===== config.mk =====
export PLATFORM = sky130hd
export DESIGN_NAME = wave_capture
export DESIGN_NICKNAME = d
export VERILOG_FILES = /design/src/rtl/wave_capture.sv
export SDC_FILE = /design/constraint.sdc
export NUM_CORES = 1
export LEC_CHECK = 0
export CORE_ASPECT_RATIO = 0.75
export CORE_MARGIN = 3
export CORE_UTILIZATION = 56
export DETAILED_ROUTE_END_ITERATION = 8
export GPL_TIMING_DRIVEN = 0
export HOLD_SLACK_MARGIN = 0.08
export PLACE_DENSITY = 0.84
export SYNTH_ARGS = -nofsm -noshare
export SYNTH_HDL_FRONTEND = slang
export SYNTH_SLANG_ARGS = --single-unit

===== constraint.sdc =====
create_clock -name clk -period 3.9 [get_ports clk]
set_clock_uncertainty 0.15 [all_clocks]
set_input_delay 0.39 -clock clk [delete_from_list [all_inputs] [get_ports clk]]
set_output_delay 0.39 -clock clk [all_outputs]
set_load 0.01 [all_outputs]

===== src/rtl/wave_capture.sv =====
// Capture side of the waveform RAM: arms on a positive-going zero crossing,
// fills the undisplayed half with 256 offset-binary samples, then hands it over.
module wave_capture #(
  parameter int unsigned DECIM    = 1,
  parameter int unsigned SAMPLE_W = 16
) (
  input  logic                clk,
  input  logic                reset,
  input  logic                new_sample_ready,
  input  logic [SAMPLE_W-1:0] new_sample_in,
  input  logic                wave_display_idle,
  output logic [8:0]          write_address,
  output logic                write_enable,
  output logic [7:0]          write_sample,
  output logic                read_index
);

  localparam int unsigned CNT_W = 8;
  localparam int unsigned DEC_W = 8;
  localparam logic [DEC_W-1:0] DEC_RELOAD = DEC_W'(DECIM - 1);

  typedef enum logic [1:0] {
    ST_ARMED  = 2'd0,
    ST_ACTIVE = 2'd1,
    ST_WAIT   = 2'd2
  } state_t;

  state_t             r_state;
  state_t             w_state_nxt;
  logic [CNT_W-1:0]   r_count;
  logic [CNT_W-1:0]   w_count_nxt;
  logic [DEC_W-1:0]   r_decim;
  logic [DEC_W-1:0]   w_decim_nxt;
  logic               r_prev_neg;
  logic               r_read_index;
  logic               w_read_index_nxt;
  logic [8:0]         r_write_address;
  logic [8:0]         w_write_address_nxt;
  logic               r_write_enable;
  logic               w_write_enable_nxt;
  logic [7:0]         r_write_sample;
  logic [7:0]         w_write_sample_nxt;

  logic               w_msb;
  logic [7:0]         w_conv;
  logic               w_crossing;
  logic               w_take;
  logic               w_unused_lsbs;

  assign w_msb         = new_sample_in[SAMPLE_W-1];
  assign w_conv        = new_sample_in[SAMPLE_W-1 -: 8] + 8'd128;
  assign w_crossing    = new_sample_ready & r_prev_neg & ~w_msb;
  assign w_take        = new_sample_ready & (r_decim == '0);
  assign w_unused_lsbs = ^new_sample_in[SAMPLE_W-9:0];

  // State register
  always_ff @(posedge clk or negedge reset) begin
    if (!reset) begin
      r_state <= ST_ARMED;
    end else begin
      r_state <= w_state_nxt;
    end
  end

  // Next-state logic
  always_comb begin
    w_state_nxt = r_state;
    case (r_state)
      ST_ARMED:  if (w_crossing) w_state_nxt = ST_ACTIVE;
      ST_ACTIVE: if (w_take && (r_count == 8'hFF)) w_state_nxt = ST_WAIT;
      ST_WAIT:   if (wave_display_idle) w_state_nxt = ST_ARMED;
      default:   w_state_nxt = ST_ARMED;
    endcase
  end

  // Output / datapath next values; idle is only honoured in WAIT
  always_comb begin
    w_count_nxt         = r_count;
    w_decim_nxt         = r_decim;
    w_read_index_nxt    = r_read_index;
    w_write_address_nxt = r_write_address;
    w_write_enable_nxt  = 1'b0;
    case (r_state)
      ST_ARMED: begin
        if (w_crossing) begin
          w_write_enable_nxt  = 1'b1;
          w_write_address_nxt = {~r_read_index, 8'h00};
          w_count_nxt         = 8'd1;
          w_decim_nxt         = DEC_RELOAD;
        end
      end
      ST_ACTIVE: begin
        if (w_take) begin
          w_write_enable_nxt  = 1'b1;
          w_write_address_nxt = {~r_read_index, r_count};
          w_count_nxt         = r_count + 8'd1;
          w_decim_nxt         = DEC_RELOAD;
        end else if (new_sample_ready) begin
          w_decim_nxt = r_decim - 8'd1;
        end
      end
      ST_WAIT: begin
        if (wave_display_idle) begin
          w_read_index_nxt = ~r_read_index;
          w_count_nxt      = '0;
          w_decim_nxt      = '0;
        end
      end
      default: ;
    endcase
    w_write_sample_nxt = w_write_enable_nxt ? w_conv : r_write_sample;
  end

  // Datapath and output registers
  always_ff @(posedge clk or negedge reset) begin
    if (!reset) begin
      r_count         <= '0;
      r_decim         <= '0;
      r_prev_neg      <= 1'b0;
      r_read_index    <= 1'b0;
      r_write_address <= '0;
      r_write_enable  <= 1'b0;
      r_write_sample  <= '0;
    end else begin
      r_count         <= w_count_nxt;
      r_decim         <= w_decim_nxt;
      r_read_index    <= w_read_index_nxt;
      r_write_address <= w_write_address_nxt;
      r_write_enable  <= w_write_enable_nxt;
      r_write_sample  <= w_write_sample_nxt;
      if (new_sample_ready) r_prev_neg <= w_msb;
    end
  end

  assign write_address = r_write_address;
  assign write_enable  = r_write_enable;
  assign write_sample  = r_write_sample;
  assign read_index    = r_read_index;

endmodule


Word level (Yosys, flattened, before mapping)
Cells that the tools add are included.
- input port bits: 20
- bits in registers: 38
- word-level logic and storage cells: 52
- equality and inequality tests: 8
- bitwise gates (word level): 5
- reductions and logical operators: 10
- muxes and demuxes: 18
- $add $sub $neg: 3
- operators with widths (kind ; number):
    two-way mux 8 bit ; 6
    one-hot mux 8 bit (3 select lines) ; 2
    two-way mux 9 bit ; 2
    one-hot mux 9 bit (2 select lines) ; 1
    adder 8 x 1 -> 8 bit (second input constant) ; 1
    adder 8 bit (second input constant) ; 1
    == test 8 bit (second input constant) ; 1
    zero test 8 bit ; 1
    inequality test 2 bit (second input constant) ; 4
    AND reduction 4 bit ; 2
    subtractor 8 x 1 -> 8 bit (second input constant) ; 1
    two-way mux 2 bit ; 3
    one-hot mux 2 bit (3 select lines) ; 1
    AND reduction 3 bit ; 2
    AND 1 bit ; 3
    inequality test 3 bit (second input constant) ; 1
    nonzero test 3 bit ; 1
    == test 2 x 1 -> 1 bit (second input constant) ; 1
    == test 2 bit (second input constant) ; 1
    zero test 2 bit ; 1
    two-way mux 1 bit ; 2
    inverter 1 bit ; 2
    one-hot mux 1 bit (2 select lines) ; 1
    AND reduction 2 bit ; 1
    2 further kinds ; 2

Logic depth before layout (Yosys ltp)
- depth after elaboration: 5
- mapped depth: 8

Worst setup path after synthesis
No wires, ideal clock.
- path type: register to register
- start point: register r_state[0]
- end point: register r_decim[3]
- data required time: 3.628 ns
- stages on the path, launching flop included: 8
- setup slack: 1.768 ns
- arrival time: 1.861 ns
- cells stage by stage: dfrtp_1 > inv_1 > ha_1 > clkbuf_1 > o31ai_2 > buf_2 > nor3_1 > a32o_1
- longest elaborated chain between the ends: 3
- elaborated cells between the ends (all ways): 9
- classes of those cells: eq/ne: 5; mux: 1; reduce/logical: 3
- RTL lines (what ; RTL line ; RTL):
    from (decl) ; 28 ; state_t r_state;
    from (signal assigned) ; 61 ; r_state <= w_state_nxt;
    == test 2 x 1 -> 1 bit (tied with other cells) ; 83 ; case (r_state)
    inequality test 3 bit (no source line) (tied with other cells) ; - ;
    AND reduction 4 bit (no source line) ; - ;
    to (signal assigned) ; 126 ; r_decim <= w_decim_nxt;
    to (decl) ; 32 ; logic [DEC_W-1:0] r_decim;
Parallel ways exist; a longest one is shown, timed or not.
A chain may end at the register's enable or synchronous reset.

Final worst setup path
- start point: register r_state[1]
- end point: register r_decim[6]
The elaborated chain is that of the path after synthesis.

==> results.py <==
metrics = {
    "layout": {
        "antenna_cells": 0,
        "drive_gt1_share_pct": 19.6,
        "final_cell_mix": "dfrtp_1, clkdlybuf4s50_1, inv_1",
        "syn_to_final_growth_pct": 22.3,
        "multi_input_area_um2": 1030,
        "nNetsFinal": 250,
        "filler_cell_count": 245,
        "final_common_cell": "dfrtp_1",
        "register_area_um2": 951,
    },
    "flow_run": {
        "maxCapViolCount": 0,
    },
    "global_route": {
        "grt_max_degree": 39,
        "antenna_found_initial": 0,
        "grt_pass1_vias": 1602,
        "grt_pass1_wl_um": 7770,
        "grt.total_usage_pct": 22.2,
        "grt-ovfl-total": 0,
    },
    "sta": {
        "period_minus_slack_ps": 2570,
        "fin_ws_ps": 1330,
        "rsz0062_at_grt": "no",
        "finalSetupTns_ps": 0,
        "min_period_over_period_pct": 65.9,
        "worst_pin_slew_ps": 821,
        "maxSlewHeadroom_pct": 45.3,
        "hold_viol": 0,
        "slew_violations": 0,
        "fmax_ghz": 0.389,
        "setup_viol": 0,
    },
    "logic_synthesis": {
        "syn_area_um2": 2080,
        "syn_area_per_cell_um2": 11.2,
        "synth_cells": 186,
        "synth_edf_count": 0,
        "dominantRegCellSynth": "dfrtp_1",
        "async_flop_share_pct": 100,
        "ys.warnings.count": 0,
        "syn-num-nets": 212,
        "yosysSeqAreaShare_pct": 45.8,
        "ys_seq_elements": 38,
        "synthDistinctLibCells": 50,
    },
    "floorplan": {
        "row_count": 18,
        "io_pins": 39,
        "die_x_um": 76.3,
        "start_util_pct": 60.6,
        "fp.dieArea_um2": 4480,
        "die_h_um": 58.7,
        "core_region_area_um2": 3420,
    },
    "route": {
        "first_pass_iters": 5,
        "wl_per_cell_um": 16.9,
        "viasPerCell": 6.23,
        "num_vias": 1713,
        "routed_wl_um": 4650,
        "drt_iter0_drc": 137,
        "drc": 0,
        "ant_nets": 0,
    },
    "place": {
        "dpl.hpwl_um": 3340,
        "io_buffers": 30,
        "place.gp.congestion": 0.907,
        "pre_cts_ws_ps": 1300,
    },
    "worst_setup_path": {
        "start_kind": "register",
        "end_kind": "register",
        "worstPathRequired_ps": 3930,
        "arrival_ps": 2590,
        "path_class": "register to register",
        "crit_path_max_fanout": 10,
    },
    "clock_tree": {
        "clk_latency_ps": 300,
        "ctsLongestPathBuffers": 2,
        "cts_tree": "done",
        "clkSinkCount": 38,
        "clock-root-buffer": "clkbuf_8",
        "cts_post_setup_buffers_inserted": 0,
        "clkTransAtPathRegs_ps": 70,
        "htreeDepth": 2,
        "numCtsBuffers": 5,
    },
    "hold_path": {
        "hp-class": "register to register",
    },
    "pwr": {
        "leakage_uw": 0.00104,
        "p_seq_share_pct": 32.7,
        "intPower_uw": 1020,
        "comb_power_share_pct": 51.5,
        "power_density_nw_per_um2": 700,
        "irDropWorstVdd_mv": 0.439,
        "switching_power_uw": 762,
        "p_sw_share_pct": 42.8,
        "p_clk_share_pct": 15.8,
    },
    "outcome": {
        "status": "complete, no violations",
    },
}
## path summary, 6_finish.rpt
kind	start	to	slack [ps]	cells past startpoint
max	r_state[1]	r_decim[6]	1330	7
min	write_sample[7]	write_sample[7]	340	2
max reg2reg	r_state[1]	r_decim[6]	1330	7
min reg2reg	write_sample[7]	write_sample[7]	340	2
max in group asynchronous	reset	write_sample[4]	2500	2
min in group asynchronous	reset	write_address[6]	580	2
## synth_stat cells (2+ instances only)
library cell / instances / area (um2)
a2111oi_2: 4 / 60.1
a211o_1: 2 / 17.5
a21bo_2: 8 / 80.1
a21oi_1: 3 / 15.0
a22o_1: 2 / 17.5
a31oi_1: 2 / 12.5
a32o_1: 3 / 30.0
and3_1: 3 / 18.8
buf_2: 3 / 15.0
clkbuf_1: 4 / 15.0
dfrtp_1: 38 / 951
ha_1: 6 / 75.1
inv_1: 14 / 52.6
mux2_2: 9 / 101
nand2_1: 9 / 33.8
nand3_1: 4 / 20.0
nand3b_1: 2 / 15.0
nand4_1: 11 / 68.8
nor2_1: 7 / 26.3
nor2b_1: 2 / 12.5
nor3_1: 5 / 25.0
nor4_1: 5 / 31.3
o211ai_1: 2 / 15.0
o21ai_0: 7 / 35.0
o31a_1: 2 / 17.5
o31ai_1: 3 / 22.5
o41ai_1: 3 / 26.3
## worst max-delay path, cell delays in order, from the launching register on
cell      delay [ps]
dfrtp_1          380
inv_1             90
ha_1             200
clkbuf_1         200
o31ai_2          650
buf_2            350
nor3_1           140
a32o_1           300
## flip-flops by register name (all words and copies together), names as in the netlist
name / flops
r_prev_neg: 1
r_decim: 8
r_count: 8
write_address: 9
write_enable: 1
r_state: 2
write_sample: 8
read_index: 1
## power by group through the flow
stage	registers (uW)	clock network, uW	logic, uW
CTS	581	289	908
finish	581	281	915
detailed placement	587	0	903
global placement	577	0	863
floorplan	598	0	593
global route	596	305	987
## cells by family (layout without fill, tap and decap cells)
group	after synthesis	count (layout)	share of synthesized area, %
and+or+nand+nor	57	57	17.7
AOI/OAI and AO/OA	51	51	22.6
DFF	38	38	45.8
buffers and inverters	23	62	4.52
muxes	10	10	5.36
adders and majority gates	6	6	3.62
xor gates and xnor gates	1	1	0.422
## what timing repair did
action / CTS / global route
hold endpoints to repair: 32 / 0
gates resized for setup: 0 / 0
hold buffers: 1 / 0
## metal layers
metal,track usage [%],routed length [um]
met2,35.8,2200
met1,29.0,2060
met3,5.50,312
met5,0,0
met4,9.82,84
## through the flow
stage                     util, %  area, um2  total power (uW)  hold slack, ps  cells
after floorplan                 -       2080              1190           -55.6    186
after global placement       71.2       2440              1440             313    266
after detailed placement     71.1       2430              1490             328    266
after CTS                    74.2       2540              1780             345    275
after global routing         74.2       2540              1890             369    275
final                        74.2       2540              1780             339    275
## cell type report
class                      count  share of cell area, %
multi-input combinational    125                   40.6
tap                           50                   2.46
clock buffer                   6                   3.25
clock inverter                 2                  0.493
sequential                    38                   37.5
timing repair buffer          31                   12.0
buffer                         9                   1.63
inverter                      14                   2.07
No activity file was read; power rests on OpenSTA's default activity.
==> RTL change (same settings) <==
Re-encode `state_t` (3 states) as one-hot, 3 bits wide.
--- a/src/rtl/wave_capture.sv
+++ b/src/rtl/wave_capture.sv
@@ -19,10 +19,10 @@
   localparam int unsigned DEC_W = 8;
   localparam logic [DEC_W-1:0] DEC_RELOAD = DEC_W'(DECIM - 1);
 
-  typedef enum logic [1:0] {
-    ST_ARMED  = 2'd0,
-    ST_ACTIVE = 2'd1,
-    ST_WAIT   = 2'd2
+  typedef enum logic [2:0] {
+    ST_ARMED  = 3'b001,
+    ST_ACTIVE = 3'b010,
+    ST_WAIT   = 3'b100
   } state_t;
 
   state_t             r_state;
Behaviour: same outputs for any inputs over 10 cycles, from zero or initial values and one cycle with reset low; not proved beyond that.
==> RTL change against the unedited design <==
  * Register-to-register slack improved by 0.33 ns
  * Largest cell class is now flip-flops and latches
  * Routed wire length is 10% lower
  * Hold slack improved by 0.022 ns
  * Area after synthesis shrank 3.6%
  * Critical endpoint is now r_state[1]
  * Sequential cell count up 1
  * Highest routed layer unchanged
  * Sequential share of layout area increased by 2.3 points
  * Worst setup slack better by 0.31 ns
  * Critical path depth fell by 3
  * Cell area decreased by 3.2%
Power is not compared: it rests on default switching activity, and its combinational part moved more than twofold at a synthesized area within 25%.
==> RTL change: results (changes against the unedited design) <==
| Metric | Value |
|---|---|
| Result of the run | `completed (unchanged)` |
| Initial drt markers | `94 (was 137)` |
| Pin count of the biggest net entering global routing | `40 (was 39)` |
| Via count of the first global-routing pass | `1516 (was 1602)` |
| Layout Nets | `239 (was 250)` |
| Depth of the most critical reg-to-reg path | `5 (was 7)` |
| Biggest cell delay along the critical path | `0.61 ns (was 0.65 ns)` |
| HP Start | `read_index (was write_sample[7])` |
| Endpoint, Worst Hold | `read_index (was write_sample[7])` |
| Worst-path cell with the longest stage delay | `sky130_fd_sc_hd__clkdlybuf4s50_1 (was sky130_fd_sc_hd__o31ai_2)` |
| Data arrival at the endpoint of the critical path | `2.26 ns (was 2.59 ns)` |
| Largest fanout on the critical path | `6 (was 10)` |
| Top area cells in the synthesized netlist | `sky130_fd_sc_hd__dfrtp_1 48%, sky130_fd_sc_hd__mux2_2 6.2%, sky130_fd_sc_hd__mux2i_1 6.0%, sky130_fd_sc_hd__inv_1 2.8%, sky130_fd_sc_hd__nand2_1 2.6% (was sky130_fd_sc_hd__dfrtp_1 46%, sky130_fd_sc_hd__mux2_2 4.9%, sky130_fd_sc_hd__a21bo_2 3.9%, sky130_fd_sc_hd__ha_1 3.6%, sky130_fd_sc_hd__nand4_1 3.3%)` |
| Share of layout cells above drive strength 1 | `16.6% (was 19.6%)` |
| Reg2reg start | `r_state[2] (was r_state[1])` |
| Global router's overall resource usage | `21.9% (was 22.2%)` |
| Setup slack on the worst flop-to-flop path | `1.66 ns (was 1.33 ns)` |
| Fill cells | `238 (was 245)` |
| Crit path max-delay family | `simple AND/OR/NAND/NOR gates (was compound AO/OA/AOI/OAI gates)` |
| Placement Cell Area | `2350 um^2 (was 2430 um^2)` |
| Portion of the post-synthesis area used by sequential elements | `48.8% (was 45.8%)` |
| Routability-driven placement congestion ratio | `0.864 (was 0.907)` |
| First-pass GRT wire length | `7090 um (was 7770 um)` |
| Half-perimeter wire length after placement | `3000 um (was 3340 um)` |
| Worst hold stages | `1 (was 2)` |
## RTL change: cell types whose count changed after synthesis, sizes merged, moves of 4 or more
cell,delta
nand4,-8
o22ai,+5
mux2i,+11
o31ai,-4
nand2b,+4
a21bo,-8
nor3,-4
o21ai,-4
clkbuf,-4
nand2,+7
## RTL change: area by class of cell
type,instances,area (um^2),share of cell area (%)
Buffer,5,36.3,1.48
Clock buffer,8,100,4.07
Inverter,15,56.3,2.29
Multi-Input combinational cell,119,932,37.9
Sequential cell,39,977,39.8
Tap cell,40,50.0,2.04
Timing Repair Buffer,31,305,12.4
## RTL change: layer usage
| metal | track usage, % | vias up | routed length [um] |
|---|---|---|---|
| met4 | 8.63 | 0 | 67 |
| met3 | 5.72 | 10 | 260 |
| li1 | - | 725 | - |
| met5 | 0 | - | 0 |
| met2 | 33.5 | 48 | 1990 |
| met1 | 29.9 | 760 | 1870 |
## RTL change: stage by stage
step                instances  hold slack, ns
global route              257           0.379
global placement          248           0.332
detailed placement        248           0.344
finish                    257           0.361
CTS                       257           0.357
floorplan                 178         -0.0556
## RTL change: cells by family after synthesis
kind of cell,share of synthesized area (%)
xor+xnor,0.438
flops,48.8
buf+inv,4.62
simple gates,17.3
mux,12.2
fa+ha+maj,1.88
compound gates,14.8
## RTL change: worst max-delay path by stage
stage,startpoint,endpoint,slack (ns)
finish,new_sample_ready,r_state[1],1.65
global route,r_state[2],write_address[1],1.56
CTS,r_state[2],write_address[1],1.65
detailed placement,new_sample_ready,write_address[2],1.36
global placement,new_sample_ready,write_address[1],1.41
floorplan,r_decim[0],write_address[1],1.95
## RTL change: power groups by stage
stage / sequential, uW / clock, uW / combinational [uW]
after global placement: 472 / 0 / 179
final: 468 / 303 / 184
after CTS: 469 / 306 / 185
after detailed placement: 475 / 0 / 183
after global routing: 475 / 325 / 200
after floorplan: 485 / 0 / 81.0
